File: src/rtl/spw_pkg.sv
// Shared types and constants for the SpaceWire link-interface state machine.
package spw_pkg;

  typedef enum logic [2:0] {
    ERROR_RESET = 3'd0,
    ERROR_WAIT  = 3'd1,
    READY       = 3'd2,
    STARTED     = 3'd3,
    CONNECTING  = 3'd4,
    RUN         = 3'd5
  } state_t;

  localparam int unsigned ERR_DISC = 0;
  localparam int unsigned ERR_PAR  = 1;
  localparam int unsigned ERR_ESC  = 2;

  localparam int unsigned T_6U4_DEF  = 640;
  localparam int unsigned T_12U8_DEF = 1280;
  localparam int unsigned TMR_W_DEF  = 12;

  typedef struct packed {
    logic rx_en;
    logic tx_en;
    logic fct_allow;
    logic data_allow;
    logic running;
  } link_out_t;

  function automatic link_out_t state_outputs(state_t s);
    link_out_t o;
    o = '0;
    case (s)
      ERROR_WAIT, READY: o.rx_en = 1'b1;
      STARTED: begin
        o.rx_en = 1'b1;
        o.tx_en = 1'b1;
      end
      CONNECTING: begin
        o.rx_en     = 1'b1;
        o.tx_en     = 1'b1;
        o.fct_allow = 1'b1;
      end
      RUN: begin
        o.rx_en      = 1'b1;
        o.tx_en      = 1'b1;
        o.fct_allow  = 1'b1;
        o.data_allow = 1'b1;
        o.running    = 1'b1;
      end
      default: o = '0;
    endcase
    return o;
  endfunction

endpackage

File: src/rtl/spw_link_ctrl_if.sv
// Bundle of receiver events, host commands and link status for one SpaceWire port.
interface spw_link_ctrl_if;
  logic       link_start;
  logic       auto_start;
  logic       link_disable;
  logic       rx_got_null;
  logic       rx_got_fct;
  logic       rx_got_nchar;
  logic       rx_got_time;
  logic       rx_err_disc;
  logic       rx_err_par;
  logic       rx_err_esc;
  logic       credit_err;
  logic       rx_enable;
  logic       tx_enable;
  logic       tx_fct_allow;
  logic       tx_data_allow;
  logic       link_running;
  logic [2:0] state;
  logic [2:0] err_last;

  modport master (
    output link_start, auto_start, link_disable,
           rx_got_null, rx_got_fct, rx_got_nchar, rx_got_time,
           rx_err_disc, rx_err_par, rx_err_esc, credit_err,
    input  rx_enable, tx_enable, tx_fct_allow, tx_data_allow,
           link_running, state, err_last
  );

  modport slave (
    input  link_start, auto_start, link_disable,
           rx_got_null, rx_got_fct, rx_got_nchar, rx_got_time,
           rx_err_disc, rx_err_par, rx_err_esc, credit_err,
    output rx_enable, tx_enable, tx_fct_allow, tx_data_allow,
           link_running, state, err_last
  );
endinterface

File: src/rtl/spw_link_timer.sv
// State dwell timer: cleared on state entry, counts up, saturates at T_12U8.
module spw_link_timer #(
  parameter int unsigned T_6U4  = 640,
  parameter int unsigned T_12U8 = 1280,
  parameter int unsigned TMR_W  = 12
) (
  input  logic clk,
  input  logic rst,
  input  logic i_clr,
  output logic o_at_6u4,
  output logic o_at_12u8
);

  localparam logic [TMR_W-1:0] C_6U4_M1  = TMR_W'(T_6U4 - 1);
  localparam logic [TMR_W-1:0] C_12U8_M1 = TMR_W'(T_12U8 - 1);
  localparam logic [TMR_W-1:0] C_SAT     = TMR_W'(T_12U8);

  logic [TMR_W-1:0] r_cnt;

  always_ff @(posedge clk) begin
    if (rst || i_clr) begin
      r_cnt <= '0;
    end else if (r_cnt != C_SAT) begin
      r_cnt <= r_cnt + 1'b1;
    end
  end

  assign o_at_6u4  = (r_cnt == C_6U4_M1);
  assign o_at_12u8 = (r_cnt == C_12U8_M1);

endmodule

File: src/rtl/spw_link_ctrl.sv
// SpaceWire exchange-level link-interface FSM (ErrorReset..Run).
// Optional SPW_ERR_CNT_EN adds a saturating err_count output.
module spw_link_ctrl
  import spw_pkg::*;
#(
  parameter int unsigned T_6U4  = T_6U4_DEF,
  parameter int unsigned T_12U8 = T_12U8_DEF,
  parameter int unsigned TMR_W  = TMR_W_DEF
) (
  input  logic             clk,
  input  logic             rst,
  spw_link_ctrl_if.slave   bus
`ifdef SPW_ERR_CNT_EN
  ,
  output logic [7:0]       err_count
`endif
);

  state_t    r_state;
  state_t    w_state_nxt;
  link_out_t r_out;
  logic      r_got_null;
  logic [2:0] r_err_last;

  logic w_at_6u4;
  logic w_at_12u8;
  logic w_clr;
  logic w_err;
  logic w_rx_evt;
  logic w_link_en;
  logic w_null_seen;
  logic w_err_trans;
  logic [2:0] w_err_bits;

  spw_link_timer #(
    .T_6U4  (T_6U4),
    .T_12U8 (T_12U8),
    .TMR_W  (TMR_W)
  ) u_timer (
    .clk       (clk),
    .rst       (rst),
    .i_clr     (w_clr),
    .o_at_6u4  (w_at_6u4),
    .o_at_12u8 (w_at_12u8)
  );

  // Disconnect only counts once the link has seen a NULL.
  always_comb begin
    w_err_bits           = '0;
    w_err_bits[ERR_DISC] = bus.rx_err_disc & r_got_null;
    w_err_bits[ERR_PAR]  = bus.rx_err_par;
    w_err_bits[ERR_ESC]  = bus.rx_err_esc;
    w_err       = |w_err_bits;
    w_rx_evt    = bus.rx_got_fct | bus.rx_got_nchar | bus.rx_got_time;
    w_link_en   = !bus.link_disable &&
                  (bus.link_start || (bus.auto_start && r_got_null));
    w_null_seen = r_got_null | bus.rx_got_null;
  end

  always_comb begin
    w_state_nxt = r_state;
    w_err_trans = 1'b0;
    case (r_state)
      ERROR_RESET: begin
        if (w_at_6u4) w_state_nxt = ERROR_WAIT;
      end
      ERROR_WAIT: begin
        if (w_err) begin
          w_state_nxt = ERROR_RESET;
          w_err_trans = 1'b1;
        end else if (w_rx_evt) w_state_nxt = ERROR_RESET;
        else if (w_at_12u8)     w_state_nxt = READY;
      end
      READY: begin
        if (w_err) begin
          w_state_nxt = ERROR_RESET;
          w_err_trans = 1'b1;
        end else if (w_rx_evt) w_state_nxt = ERROR_RESET;
        else if (w_link_en)     w_state_nxt = STARTED;
      end
      STARTED: begin
        if (w_err) begin
          w_state_nxt = ERROR_RESET;
          w_err_trans = 1'b1;
        end else if (w_rx_evt || bus.link_disable) w_state_nxt = ERROR_RESET;
        else if (w_at_12u8)   w_state_nxt = ERROR_RESET;
        else if (w_null_seen) w_state_nxt = CONNECTING;
      end
      CONNECTING: begin
        if (w_err) begin
          w_state_nxt = ERROR_RESET;
          w_err_trans = 1'b1;
        end else if (bus.rx_got_nchar || bus.rx_got_time || bus.link_disable)
          w_state_nxt = ERROR_RESET;
        else if (w_at_12u8)      w_state_nxt = ERROR_RESET;
        else if (bus.rx_got_fct) w_state_nxt = RUN;
      end
      RUN: begin
        if (w_err || bus.credit_err) begin
          w_state_nxt = ERROR_RESET;
          w_err_trans = 1'b1;
        end else if (!w_link_en) w_state_nxt = ERROR_RESET;
      end
      default: w_state_nxt = ERROR_RESET;
    endcase
  end

  assign w_clr = (w_state_nxt != r_state);

  // Outputs are decoded from the next state so they stay aligned with r_state.
  always_ff @(posedge clk) begin
    if (rst) begin
      r_state    <= ERROR_RESET;
      r_out      <= '0;
      r_err_last <= '0;
    end else begin
      r_state <= w_state_nxt;
      r_out   <= state_outputs(w_state_nxt);
      if (w_err_trans) begin
        r_err_last <= (r_state == RUN && bus.credit_err) ? 3'b111 : w_err_bits;
      end
    end
  end

  always_ff @(posedge clk) begin
    if (rst || r_state == ERROR_RESET) begin
      r_got_null <= 1'b0;
    end else if (bus.rx_got_null && r_out.rx_en) begin
      r_got_null <= 1'b1;
    end
  end

`ifdef SPW_ERR_CNT_EN
  logic [7:0] r_err_cnt;

  always_ff @(posedge clk) begin
    if (rst) begin
      r_err_cnt <= '0;
    end else if (w_err_trans && r_err_cnt != 8'hFF) begin
      r_err_cnt <= r_err_cnt + 8'd1;
    end
  end

  assign err_count = r_err_cnt;
`endif

  assign bus.rx_enable     = r_out.rx_en;
  assign bus.tx_enable     = r_out.tx_en;
  assign bus.tx_fct_allow  = r_out.fct_allow;
  assign bus.tx_data_allow = r_out.data_allow;
  assign bus.link_running  = r_out.running;
  assign bus.state         = r_state;
  assign bus.err_last      = r_err_last;

endmodule

File: src/flat_wrapper.sv
// flat-port wrapper written by rule: the top's interface ports become plain ports
module spw_link_ctrl_flat import spw_pkg::*;
#(
  parameter int unsigned T_6U4  = T_6U4_DEF,
  parameter int unsigned T_12U8 = T_12U8_DEF,
  parameter int unsigned TMR_W  = TMR_W_DEF
)
  (clk, rst, bus_link_start, bus_auto_start, bus_link_disable, bus_rx_got_null, bus_rx_got_fct, bus_rx_got_nchar, bus_rx_got_time, bus_rx_err_disc, bus_rx_err_par, bus_rx_err_esc, bus_credit_err, bus_rx_enable, bus_tx_enable, bus_tx_fct_allow, bus_tx_data_allow, bus_link_running, bus_state, bus_err_last);
  spw_link_ctrl_if bus_i ();
  input  logic clk;
  input  logic rst;
  input wire logic [$bits(bus_i.link_start)-1:0] bus_link_start;
  input wire logic [$bits(bus_i.auto_start)-1:0] bus_auto_start;
  input wire logic [$bits(bus_i.link_disable)-1:0] bus_link_disable;
  input wire logic [$bits(bus_i.rx_got_null)-1:0] bus_rx_got_null;
  input wire logic [$bits(bus_i.rx_got_fct)-1:0] bus_rx_got_fct;
  input wire logic [$bits(bus_i.rx_got_nchar)-1:0] bus_rx_got_nchar;
  input wire logic [$bits(bus_i.rx_got_time)-1:0] bus_rx_got_time;
  input wire logic [$bits(bus_i.rx_err_disc)-1:0] bus_rx_err_disc;
  input wire logic [$bits(bus_i.rx_err_par)-1:0] bus_rx_err_par;
  input wire logic [$bits(bus_i.rx_err_esc)-1:0] bus_rx_err_esc;
  input wire logic [$bits(bus_i.credit_err)-1:0] bus_credit_err;
  output wire logic [$bits(bus_i.rx_enable)-1:0] bus_rx_enable;
  output wire logic [$bits(bus_i.tx_enable)-1:0] bus_tx_enable;
  output wire logic [$bits(bus_i.tx_fct_allow)-1:0] bus_tx_fct_allow;
  output wire logic [$bits(bus_i.tx_data_allow)-1:0] bus_tx_data_allow;
  output wire logic [$bits(bus_i.link_running)-1:0] bus_link_running;
  output wire logic [$bits(bus_i.state)-1:0] bus_state;
  output wire logic [$bits(bus_i.err_last)-1:0] bus_err_last;
  assign bus_i.link_start = bus_link_start;
  assign bus_i.auto_start = bus_auto_start;
  assign bus_i.link_disable = bus_link_disable;
  assign bus_i.rx_got_null = bus_rx_got_null;
  assign bus_i.rx_got_fct = bus_rx_got_fct;
  assign bus_i.rx_got_nchar = bus_rx_got_nchar;
  assign bus_i.rx_got_time = bus_rx_got_time;
  assign bus_i.rx_err_disc = bus_rx_err_disc;
  assign bus_i.rx_err_par = bus_rx_err_par;
  assign bus_i.rx_err_esc = bus_rx_err_esc;
  assign bus_i.credit_err = bus_credit_err;
  assign bus_rx_enable = bus_i.rx_enable;
  assign bus_tx_enable = bus_i.tx_enable;
  assign bus_tx_fct_allow = bus_i.tx_fct_allow;
  assign bus_tx_data_allow = bus_i.tx_data_allow;
  assign bus_link_running = bus_i.link_running;
  assign bus_state = bus_i.state;
  assign bus_err_last = bus_i.err_last;
  spw_link_ctrl #(.T_6U4(T_6U4), .T_12U8(T_12U8), .TMR_W(TMR_W)) u_core (.clk(clk), .rst(rst), .bus(bus_i));
endmodule
File: config.mk
export PLATFORM = sky130hd
export DESIGN_NAME = spw_link_ctrl_flat
export DESIGN_NICKNAME = d
export VERILOG_FILES = /design/src/rtl/spw_pkg.sv /design/src/rtl/spw_link_ctrl_if.sv /design/src/rtl/spw_link_timer.sv /design/src/rtl/spw_link_ctrl.sv /design/src/flat_wrapper.sv
export SDC_FILE = /design/constraint.sdc
export NUM_CORES = 1
export LEC_CHECK = 0
export ABC_AREA = 1
export BUFFER_PORTS_ARGS = -buffer_cell sky130_fd_sc_hd__clkbuf_2
export CORE_MARGIN = 3
export CORE_UTILIZATION = 50
export DETAILED_ROUTE_END_ITERATION = 7
export PLACE_DENSITY = 0.76
export SYNTH_ARGS = -nofsm -noshare
export SYNTH_HDL_FRONTEND = slang
export SYNTH_SLANG_ARGS = --single-unit
File: constraint.sdc
create_clock -name clk -period 3.3 [get_ports clk]
set_input_delay 0.33 -clock clk [delete_from_list [all_inputs] [get_ports clk]]
set_output_delay 0.33 -clock clk [all_outputs]
set_load 0.02 [all_outputs]
==> metrics <==
status finished, final reports clean; clk_skew 2.915 ps; DR WL/cell 11.40 um; post_cts resized 0; synth top area cells dfxtp_1 32%, nand2_1 10%, inv_1 9.0%, nor3_2 7.0%, nor2_1 6.6%; Total Routing Usage GR 18.64%; Worst-path clk slew 130 ps; syn_nets 216; cell area power density 286.5 mW/mm^2; Max Clock Freq 0.5137 GHz; worst-path cell chain ha_1 > nand2_1 > nor2_4 > nand2_4 > nor2_4 > nand2_1 > nand3_1 > nand2_1 > nand2_1 > nand2_1 > nand2_2 > nor3_1; Inserted Clock Buffers 3; Post-Syn Area per Cell 7.071 um^2; clk_lat worst skew 310 ps; crit path max fanout 12; post-route antenna net violation count 0; final wirelength 2907 um; # IOs 24; Cells after Synth 201; Arr. time, crit path 2150 ps; largest net degree at the start of global routing 15; Final Max Tran Viols 0; die area 0.003518 mm^2; final net count 241; vias in the first global route 1230; initial antenna violation count 0; hpwl dp 2300 um; core area 0.002590 mm^2; count of cell types in the netlist 24; routing usage on met3 1.743%; antenna cells 0; Slew @ Worst Pin 350.5 ps; final cell count without fillers 255; number of port buffers 23; Rel. slew slack 76.55%; RSZ-0062 raised after global routing false; Root Buffer clkbuf_4; Row Count 18; CP delay by family, top simple AND/OR/NAND/NOR gates; Initial Utilization 54.88%; GRT Max-Usage Layer met2; CP max-delay cell dfxtp_1; LEAKAGE 0.0006983 uW; ys async rst share 0%; grt ovf 0; yosys warns 0; post-synthesis sequential area ratio 32.39%; ratio of cells with drive above 1 in the final layout 24.00%; CTS tree built; crit-path most repeated cell nand2_1; met1 usage 27.15%; placed insts 251; post-synth top area share 32.39%; htree depth 1; # Post-CTS Setup Buffers 0; TritonRoute pass-1 iters 4; vias per cell 5.043; post-synth top area cell dfxtp_1; P&R area growth vs syn 10.74%; die width 59.32 um; Seq cells post-synth 23; Max-Cap Viols 0; worst vdd ir 274.5 uV; crit path kind flip-flop to flip-flop; mapped cell area 0.001421 mm^2; CP max stage delay 400 ps; most numerous cell in the Yosys netlist nand2_1; Buffers & Inverters on Critical Path 0; Post-synth top flop dfxtp_1; CTS max path bufs 2; CTS Hold Bufs 0; final setup violation count 0; initial DRC count 54; first-pass GRT wire length 5140 um; Critical Path RT 3500 ps; fraction of the cycle the final worst path needs 58.99%; Fin. Hold Viols 0; worst hold path class primary input to flip-flop; DR DRC count 0; CP startpoint kind flip-flop; met2 Track Usage GR 28.08%; vias 1286; CP Capture Type flip-flop; fin crit period 1947 ps; final setup TNS 0 ps; GPL Wtd Cong 0.9235; die span in y 59.32 um; top cells by count, synth 38 x nand2_1, 34 x inv_1, 25 x nor2_1; Sink Count 23; Post-synth EDFFs 0
final cells by class:
cell class                      instances  area, um^2
Clock inverter                          1       7.507
Clock buffer                            3       22.52
Inverter                               34       127.6
Tap cell                               30       37.54
Sequential cell                        23       460.4
Fill cell                             242        1016
Multi-Input combinational cell        141       803.3
Timing Repair Buffer                   23       115.1
layout by cell type (no fill, tap or decap):
cell type / synthesis / routed
nand3_2: 3 / 3
nand2_1: 38 / 38
clkbuf_2: 0 / 23
nand4_1: 4 / 4
nor2_4: 3 / 3
xor2_1: 8 / 8
xnor2_1: 2 / 2
nor3_2: 10 / 10
o221ai_1: 1 / 1
nor3_1: 6 / 6
nor4_1: 2 / 2
clkinvlp_4: 0 / 1
nand2_4: 2 / 2
clkbuf_4: 0 / 3
or2_2: 1 / 1
nand2_2: 6 / 6
o21ai_0: 7 / 7
a31oi_1: 4 / 4
a21oi_1: 3 / 3
nor2_1: 25 / 25
dfxtp_1: 23 / 23
inv_1: 34 / 34
ha_1: 2 / 2
nand3_1: 12 / 12
nor2_2: 2 / 2
state kept, by name, indices dropped and copies added (netlist names):
register	count
u_core.u_timer.r_cnt	12
u_core.bus.tx_enable	1
u_core.bus.tx_fct_allow	1
u_core.bus.rx_enable	1
u_core.bus.state	3
u_core.r_got_null	1
u_core.bus.tx_data_allow	1
u_core.bus.err_last	3
power breakdown:
group	switching, uW	total [uW]	internal, uW
combinational	21.3	35.7	14.4
clock	85.2	131	46.2
sequential	3.17	284	281
stage by stage:
step                      cell area, um^2  utilization [%]  power (uW)  setup WS [ps]  hold slack [ps]
after floorplan                      1421                -       313.1           1649            399.4
after global placement               1544            59.61       324.3           1423            526.1
after detailed placement             1544            59.61       325.3           1375            527.0
after CTS                            1574            60.77       454.6           1346            238.4
after global routing                 1574            60.77       469.7           1137            251.7
final                                1574            60.77       451.0           1353            248.3
routing by layer:
layer / wire (um) / vias up
met2: 1234 / 22
met1: 1533 / 578
met3: 115 / 4
met5: 0 / -
met4: 24 / 0
li1: - / 682
final timing paths:
check / from / end / slack [ps] / depth (start not counted)
max: u_core.u_timer.r_cnt[1] / u_core.u_timer.r_cnt[5] / 1350 / 12
min reg2reg: u_core.r_got_null / u_core.bus.err_last[0] / 560 / 2
max reg2reg: u_core.u_timer.r_cnt[1] / u_core.u_timer.r_cnt[5] / 1350 / 12
min: rst / u_core.bus.rx_enable / 250 / 2
logic make-up (layout without fill, tap and decap cells):
kind of cell,after synthesis,after routing,synth area share [%]
compound gates,15,15,5.897
xor+xnor,10,10,6.162
fa+ha+maj,2,2,1.760
buf+inv,37,61,11.09
flops,23,23,32.39
simple gates,114,114,42.69
Power figures use the tool's default switching activity.
